### src/rtl/rgb_to_ycbcr_axis.sv
// rgb_to_ycbcr_axis: 3-stage RGB888 -> BT.601 studio-range YCbCr AXI-Stream converter.
// Define LINE_CHECK_EN to add a sticky per-line pixel-count check reported on line_err.
module rgb_to_ycbcr_axis #(
    parameter int Nrows = 349,
    parameter int Ncol  = 349
) (
    input  logic        clk,
    input  logic        rst,
    input  logic        s_axis_tvalid,
    input  logic        s_axis_tuser,
    input  logic        s_axis_tlast,
    input  logic [23:0] s_axis_tdata,
    output logic        s_axis_tready,
    output logic        m_axis_tvalid,
    output logic        m_axis_tuser,
    output logic        m_axis_tlast,
    output logic [23:0] m_axis_tdata,
    input  logic        m_axis_tready,
    output logic        line_err
);
    localparam int DATA_W = 8;
    localparam int COEF_W = 9;
    localparam int PROD_W = 18;
    localparam int SUM_W  = 19;

    localparam logic signed [COEF_W-1:0] C_YR  =  9'sd66;
    localparam logic signed [COEF_W-1:0] C_YG  =  9'sd129;
    localparam logic signed [COEF_W-1:0] C_YB  =  9'sd25;
    localparam logic signed [COEF_W-1:0] C_CBR = -9'sd38;
    localparam logic signed [COEF_W-1:0] C_CBG = -9'sd74;
    localparam logic signed [COEF_W-1:0] C_CBB =  9'sd112;
    localparam logic signed [COEF_W-1:0] C_CRR =  9'sd112;
    localparam logic signed [COEF_W-1:0] C_CRG = -9'sd94;
    localparam logic signed [COEF_W-1:0] C_CRB = -9'sd18;

    localparam logic signed [SUM_W-1:0] RND    = 19'sd128;
    localparam logic signed [SUM_W-1:0] OFF_Y  = 19'sd16;
    localparam logic signed [SUM_W-1:0] OFF_C  = 19'sd128;
    localparam logic signed [SUM_W-1:0] LO     = 19'sd16;
    localparam logic signed [SUM_W-1:0] HI_Y   = 19'sd235;
    localparam logic signed [SUM_W-1:0] HI_C   = 19'sd240;

    if (Ncol < 1 || Ncol > 4095 || Nrows < 1) begin : g_bad_geometry
        $error("rgb_to_ycbcr_axis: Ncol must be 1..4095 and Nrows must be positive");
    end

    function automatic logic signed [PROD_W-1:0] mul_px(input logic [DATA_W-1:0] px,
                                                         input logic signed [COEF_W-1:0] c);
        logic signed [PROD_W-1:0] a;
        logic signed [PROD_W-1:0] b;
        a = {{(PROD_W-DATA_W){1'b0}}, px};
        b = {{(PROD_W-COEF_W){c[COEF_W-1]}}, c};
        return a * b;
    endfunction

    function automatic logic signed [SUM_W-1:0] sx(input logic signed [PROD_W-1:0] v);
        return {v[PROD_W-1], v};
    endfunction

    // Sum already carries the +128 rounding term; shift floors, then offset and clamp.
    function automatic logic [DATA_W-1:0] rnd_sat(input logic signed [SUM_W-1:0] s,
                                                  input logic signed [SUM_W-1:0] off,
                                                  input logic signed [SUM_W-1:0] lo,
                                                  input logic signed [SUM_W-1:0] hi);
        logic signed [SUM_W-1:0] v;
        v = (s >>> 8) + off;
        if (v < lo) begin
            v = lo;
        end else if (v > hi) begin
            v = hi;
        end
        return v[DATA_W-1:0];
    endfunction

    logic ce;
    logic vld_p0_q, vld_p1_q, vld_p2_q;
    logic usr_p0_q, usr_p1_q, usr_p2_q;
    logic lst_p0_q, lst_p1_q, lst_p2_q;

    logic [DATA_W-1:0]        r_px, g_px, b_px;
    logic signed [PROD_W-1:0] prod_p0_d [9];
    logic signed [PROD_W-1:0] prod_p0_q [9];
    logic signed [SUM_W-1:0]  y_p1_d, cb_p1_d, cr_p1_d;
    logic signed [SUM_W-1:0]  y_p1_q, cb_p1_q, cr_p1_q;
    logic [23:0]              pix_p2_d, pix_p2_q;

    assign ce            = !vld_p2_q || m_axis_tready;
    assign s_axis_tready = ce;

    assign r_px = s_axis_tdata[23:16];
    assign g_px = s_axis_tdata[15:8];
    assign b_px = s_axis_tdata[7:0];

    // S1: nine coefficient products
    always_comb begin
        prod_p0_d[0] = mul_px(r_px, C_YR);
        prod_p0_d[1] = mul_px(g_px, C_YG);
        prod_p0_d[2] = mul_px(b_px, C_YB);
        prod_p0_d[3] = mul_px(r_px, C_CBR);
        prod_p0_d[4] = mul_px(g_px, C_CBG);
        prod_p0_d[5] = mul_px(b_px, C_CBB);
        prod_p0_d[6] = mul_px(r_px, C_CRR);
        prod_p0_d[7] = mul_px(g_px, C_CRG);
        prod_p0_d[8] = mul_px(b_px, C_CRB);
    end

    // S2: per-component sums including the rounding term
    always_comb begin
        y_p1_d  = sx(prod_p0_q[0]) + sx(prod_p0_q[1]) + sx(prod_p0_q[2]) + RND;
        cb_p1_d = sx(prod_p0_q[3]) + sx(prod_p0_q[4]) + sx(prod_p0_q[5]) + RND;
        cr_p1_d = sx(prod_p0_q[6]) + sx(prod_p0_q[7]) + sx(prod_p0_q[8]) + RND;
    end

    // S3: shift, offset and clamp into the output register
    always_comb begin
        pix_p2_d = {rnd_sat(y_p1_q,  OFF_Y, LO, HI_Y),
                    rnd_sat(cb_p1_q, OFF_C, LO, HI_C),
                    rnd_sat(cr_p1_q, OFF_C, LO, HI_C)};
    end

    // Sideband is qualified by valid so bubbles never carry stray flags.
    always_ff @(posedge clk or negedge rst) begin
        if (!rst) begin
            vld_p0_q <= 1'b0;
            vld_p1_q <= 1'b0;
            vld_p2_q <= 1'b0;
            usr_p0_q <= 1'b0;
            usr_p1_q <= 1'b0;
            usr_p2_q <= 1'b0;
            lst_p0_q <= 1'b0;
            lst_p1_q <= 1'b0;
            lst_p2_q <= 1'b0;
        end else if (ce) begin
            vld_p0_q <= s_axis_tvalid;
            usr_p0_q <= s_axis_tvalid && s_axis_tuser;
            lst_p0_q <= s_axis_tvalid && s_axis_tlast;
            vld_p1_q <= vld_p0_q;
            usr_p1_q <= usr_p0_q;
            lst_p1_q <= lst_p0_q;
            vld_p2_q <= vld_p1_q;
            usr_p2_q <= usr_p1_q;
            lst_p2_q <= lst_p1_q;
        end
    end

    always_ff @(posedge clk) begin
        if (ce) begin
            prod_p0_q <= prod_p0_d;
            y_p1_q    <= y_p1_d;
            cb_p1_q   <= cb_p1_d;
            cr_p1_q   <= cr_p1_d;
        end
    end

    always_ff @(posedge clk or negedge rst) begin
        if (!rst) begin
            pix_p2_q <= '0;
        end else if (ce) begin
            pix_p2_q <= pix_p2_d;
        end
    end

    assign m_axis_tvalid = vld_p2_q;
    assign m_axis_tuser  = usr_p2_q;
    assign m_axis_tlast  = lst_p2_q;
    assign m_axis_tdata  = pix_p2_q;

`ifdef LINE_CHECK_EN
    localparam logic [11:0] NCOL_W = 12'(Ncol);

    logic        acc;
    logic [11:0] cnt_q, cnt_d, cnt_inc;
    logic        err_q, err_d;

    assign acc = s_axis_tvalid && ce;

    // Count includes the current beat; tuser restarts at 1, 4095 saturates.
    always_comb begin
        cnt_inc = s_axis_tuser ? 12'd1 : ((cnt_q == 12'hFFF) ? cnt_q : cnt_q + 12'd1);
        cnt_d   = cnt_q;
        err_d   = err_q;
        if (acc) begin
            cnt_d = cnt_inc;
            if (s_axis_tlast) begin
                if (cnt_inc != NCOL_W) begin
                    err_d = 1'b1;
                end
                cnt_d = '0;
            end
        end
    end

    always_ff @(posedge clk or negedge rst) begin
        if (!rst) begin
            cnt_q <= '0;
            err_q <= 1'b0;
        end else begin
            cnt_q <= cnt_d;
            err_q <= err_d;
        end
    end

    assign line_err = err_q;
`else
    assign line_err = 1'b0;
`endif

endmodule

### config.mk
export PLATFORM = sky130hd
export DESIGN_NAME = rgb_to_ycbcr_axis
export DESIGN_NICKNAME = d
export VERILOG_FILES = /design/src/rtl/rgb_to_ycbcr_axis.sv
export SDC_FILE = /design/constraint.sdc
export NUM_CORES = 1
export LEC_CHECK = 0
export CAP_MARGIN = 20
export CORE_MARGIN = 5
export CORE_UTILIZATION = 47
export CTS_BUF_LIST = sky130_fd_sc_hd__clkbuf_4 sky130_fd_sc_hd__clkbuf_8
export DETAILED_ROUTE_END_ITERATION = 7
export PLACE_DENSITY = 0.78
export SLEW_MARGIN = 20
export SYNTH_ARGS = -nofsm -noshare
export SYNTH_HDL_FRONTEND = slang
export SYNTH_SLANG_ARGS = --single-unit
### constraint.sdc
create_clock -name clk -period 5.3 [get_ports clk]
set_input_delay 0.53 -clock clk [delete_from_list [all_inputs] [get_ports clk]]
set_output_delay 0.53 -clock clk [all_outputs]
set_load 0.01 [all_outputs]
==> impl_metrics.json <==
{
  "status": "completed",
  "dieArea_um2": 34700,
  "power_switching_w": 0.00419,
  "r2r-start": "prod_p0_q[129]",
  "drc": 0,
  "grt_pass1_vias": 9672,
  "yosysMostFrequentCell": "ha_1",
  "tns_ns": 0,
  "critPathLaunchType": "input pin",
  "crit_family": "adder cells",
  "power_frac_comb_pct": 60.9,
  "switching_share_pct": 43.2,
  "fillers": 2578,
  "ys_async_sr_fraction_pct": 18.3,
  "hold_class": "input pin to asynchronous set/reset pin",
  "drtIter0Drc": 485,
  "drv_cap": 0,
  "io_buffers": 57,
  "min_period_ns": 4.52,
  "drive_gt1_share_pct": 4.77,
  "cts_max_level": 4,
  "core_region_area_um2": 30700,
  "internal-power_w": 0.00550,
  "final_util_pct": 52.8,
  "p_seq_share_pct": 29.3,
  "place_congestion": 0.887,
  "cellLeakagePower_nw": 7.56,
  "die_y_um": 186,
  "grt_first_pass_wirelength_um": 48300,
  "postCtsHoldBufs": 0,
  "clock_sinks": 180,
  "crit_slowest_cell": "clkdlybuf4s50_1",
  "synthTopCellsByCount": "ha_1 (281), inv_1 (190), edfxtp_1 (147)",
  "synth_warnings": 0,
  "firstDrtPassIters": 5,
  "ys_ff_latch": 180,
  "r2r_cells": 12,
  "setup_viol_count_final": 0,
  "grt_overflow": 0,
  "synth_area_um2": 14600,
  "die_width_um": 186,
  "arrival_ns": 4.74,
  "clock_latency_ns": 0.47,
  "synthCells": 1262,
  "synth.distinct_cells": 63,
  "cts_root_buffer": "clkbuf_8",
  "dpl.hpwl_um": 24200,
  "worstPathMaxFanout": 5,
  "grt_max_degree": 67,
  "track_usage_pct": 17.2,
  "hold_viol": 0,
  "cts.clk_slew.worst_paths_ns": 0.10,
  "finalWirelength_um": 29500,
  "crit_top_cell": "inv_1",
  "yosysTopAreaCell": "edfxtp_1",
  "finalCritPeriodShare_pct": 85.3,
  "synth_flop_cell": "edfxtp_1",
  "vdd_drop_max_v": 0.000334,
  "worst_pin_slew_ns": 0.779,
  "start_util_pct": 47.7,
  "syn_area_per_cell_um2": 11.6,
  "max_freq_mhz": 221,
  "powerDensity_nw_per_um2": 598,
  "ant_nets": 0,
  "cts_tree": "built",
  "wl_per_cell_um": 16.7,
  "num_vias": 9314,
  "vias_per_cell": 5.29,
  "fin_nets": 1759,
  "area_growth_pct": 10.8,
  "cp_cell_sequence": "clkdlybuf4s50_1, inv_1, ha_1, inv_1, fa_1, fa_1, inv_1, fa_1, inv_1, ha_1, nor2b_1, o21a_1, a21bo_2, a41oi_1, nor2b_1, xnor2_1",
  "crit_start": "s_axis_tdata[12]",
  "antenna_found_initial": 0,
  "worstPathRequired_ns": 5.52,
  "rows": 64,
  "critPathKind": "input pin to register",
  "rsz0062_at_grt": "no",
  "cts_setup_buffers": 0,
  "fin_skew_ns": 0.0124,
  "clock_path_buffers": 2,
  "r2r_slack_ns": 1.53,
  "slew_violations": 0,
  "synth.top_cells.by_area": "edfxtp_1 (30%), ha_1 (24%), fa_1 (13%), dfrtp_1 (5.6%), inv_1 (4.9%)",
  "pin_count": 59,
  "cts_resized": 0,
  "crit_buf_inv": 5,
  "endpoint_kind": "register",
  "yosysSeqAreaShare_pct": 35.8,
  "cts-buffers-inserted": 17,
  "netlist.area_leader.share_pct": 30.2,
  "cp_slowest_stage_delay_ns": 0.62,
  "synth_fp_nets": 1671,
  "slew-limit-headroom_pct": 48.0,
  "clkPwrFrac_pct": 9.7,
  "synth_edf_count": 147,
  "r2r_end": "y_p1_q[16]"
}
## registers in the layout (all words and copies together) (netlist names)
| register | flops |
|---|---|
| usr_p0_q | 1 |
| cr_p1_q | 11 |
| m_axis_tuser | 1 |
| lst_p0_q | 1 |
| y_p1_q | 10 |
| lst_p1_q | 1 |
| usr_p1_q | 1 |
| cb_p1_q | 11 |
| prod_p0_q | 115 |
| m_axis_tdata | 24 |
| m_axis_tlast | 1 |
| m_axis_tvalid | 1 |
| vld_p0_q | 1 |
| vld_p1_q | 1 |
## logic make-up (layout without fill, tap and decap cells)
kind of cell               after synthesis  in the layout  synth area share, %
AOI/OAI and AO/OA                      207            207                 9.10
adders and majority gates              380            380                 37.5
and+or+nand+nor                        195            195                 6.46
other                                    1              2               0.0256
buffers and inverters                  201            302                 5.18
DFF                                    180            180                 35.8
xor gates and xnor gates                98             98                 5.87
## layout make-up
cell class | count | area, um^2 | area share (%)
antenna | 1 | 2.50 | 0.0154
sequential | 180 | 5240 | 32.3
clock inverter | 14 | 143 | 0.880
tap | 396 | 495 | 3.06
clock buffer | 18 | 241 | 1.49
multi-input combinational | 881 | 8630 | 53.2
timing repair buffer | 79 | 736 | 4.54
inverter | 191 | 722 | 4.45
## per-layer routing
layer,track usage (%),routed length [um],vias to the layer above,part of all wire [%]
met5,0,0,-,0
met4,5.34,666,0,2.3
met3,3.64,1540,37,5.2
met2,27.8,13600,184,46
met1,23.4,13600,4534,46
li1,-,-,4559,-
## worst max path at each step
| stage | endpoint | slack [ns] | depth (start not counted) |
|---|---|---|---|
| 2_1_floorplan | prod_p0_q[86] | 1.18 | 15 |
| 3_3_place_gp | prod_p0_q[86] | 0.36 | 16 |
| 3_5_place_dp | prod_p0_q[86] | 0.30 | 16 |
| 4_1_cts | prod_p0_q[86] | 0.80 | 16 |
| 5_1_grt | prod_p0_q[86] | 0.63 | 16 |
| 6_report | prod_p0_q[86] | 0.78 | 16 |
## power groups by stage
stage / Clock [W] / Sequential (W) / Combinational [W]
after global placement: 0 / 0.00286 / 0.00559
after global routing: 0.00103 / 0.00291 / 0.00663
after CTS: 0.000970 / 0.00285 / 0.00590
final: 0.000944 / 0.00284 / 0.00590
after detailed placement: 0 / 0.00288 / 0.00584
after floorplan: 0 / 0.00280 / 0.00434
## placed cells by master, fill, tap and decap left out, types with 13 or more instances in the layout
cell	count
nand2_1	54
inv_1	190
buf_4	22
xnor2_1	69
o21ai_0	34
a21o_1	20
nand3_1	15
clkdlybuf4s50_1	57
xor2_1	29
dfrtp_1	33
nor2_1	59
nor3_1	15
o21bai_1	13
edfxtp_1	147
clkbuf_8	17
fa_1	98
a21oi_1	68
ha_1	281
## metrics by stage
| stage | hold slack (ns) | std cells | power, W | setup slack, ns | instance area [um^2] |
|---|---|---|---|---|---|
| global placement | 0.441 | 1727 | 0.00846 | 0.360 | 15800 |
| finish | 0.462 | 1760 | 0.00969 | 0.781 | 16200 |
| detailed placement | 0.447 | 1727 | 0.00873 | 0.304 | 15800 |
| floorplan | 0.234 | 1262 | 0.00713 | 1.18 | 14600 |
| global route | 0.472 | 1759 | 0.0106 | 0.629 | 16200 |
| CTS | 0.455 | 1759 | 0.00972 | 0.804 | 16200 |
Note: power is estimated with default switching activity, not from simulation.
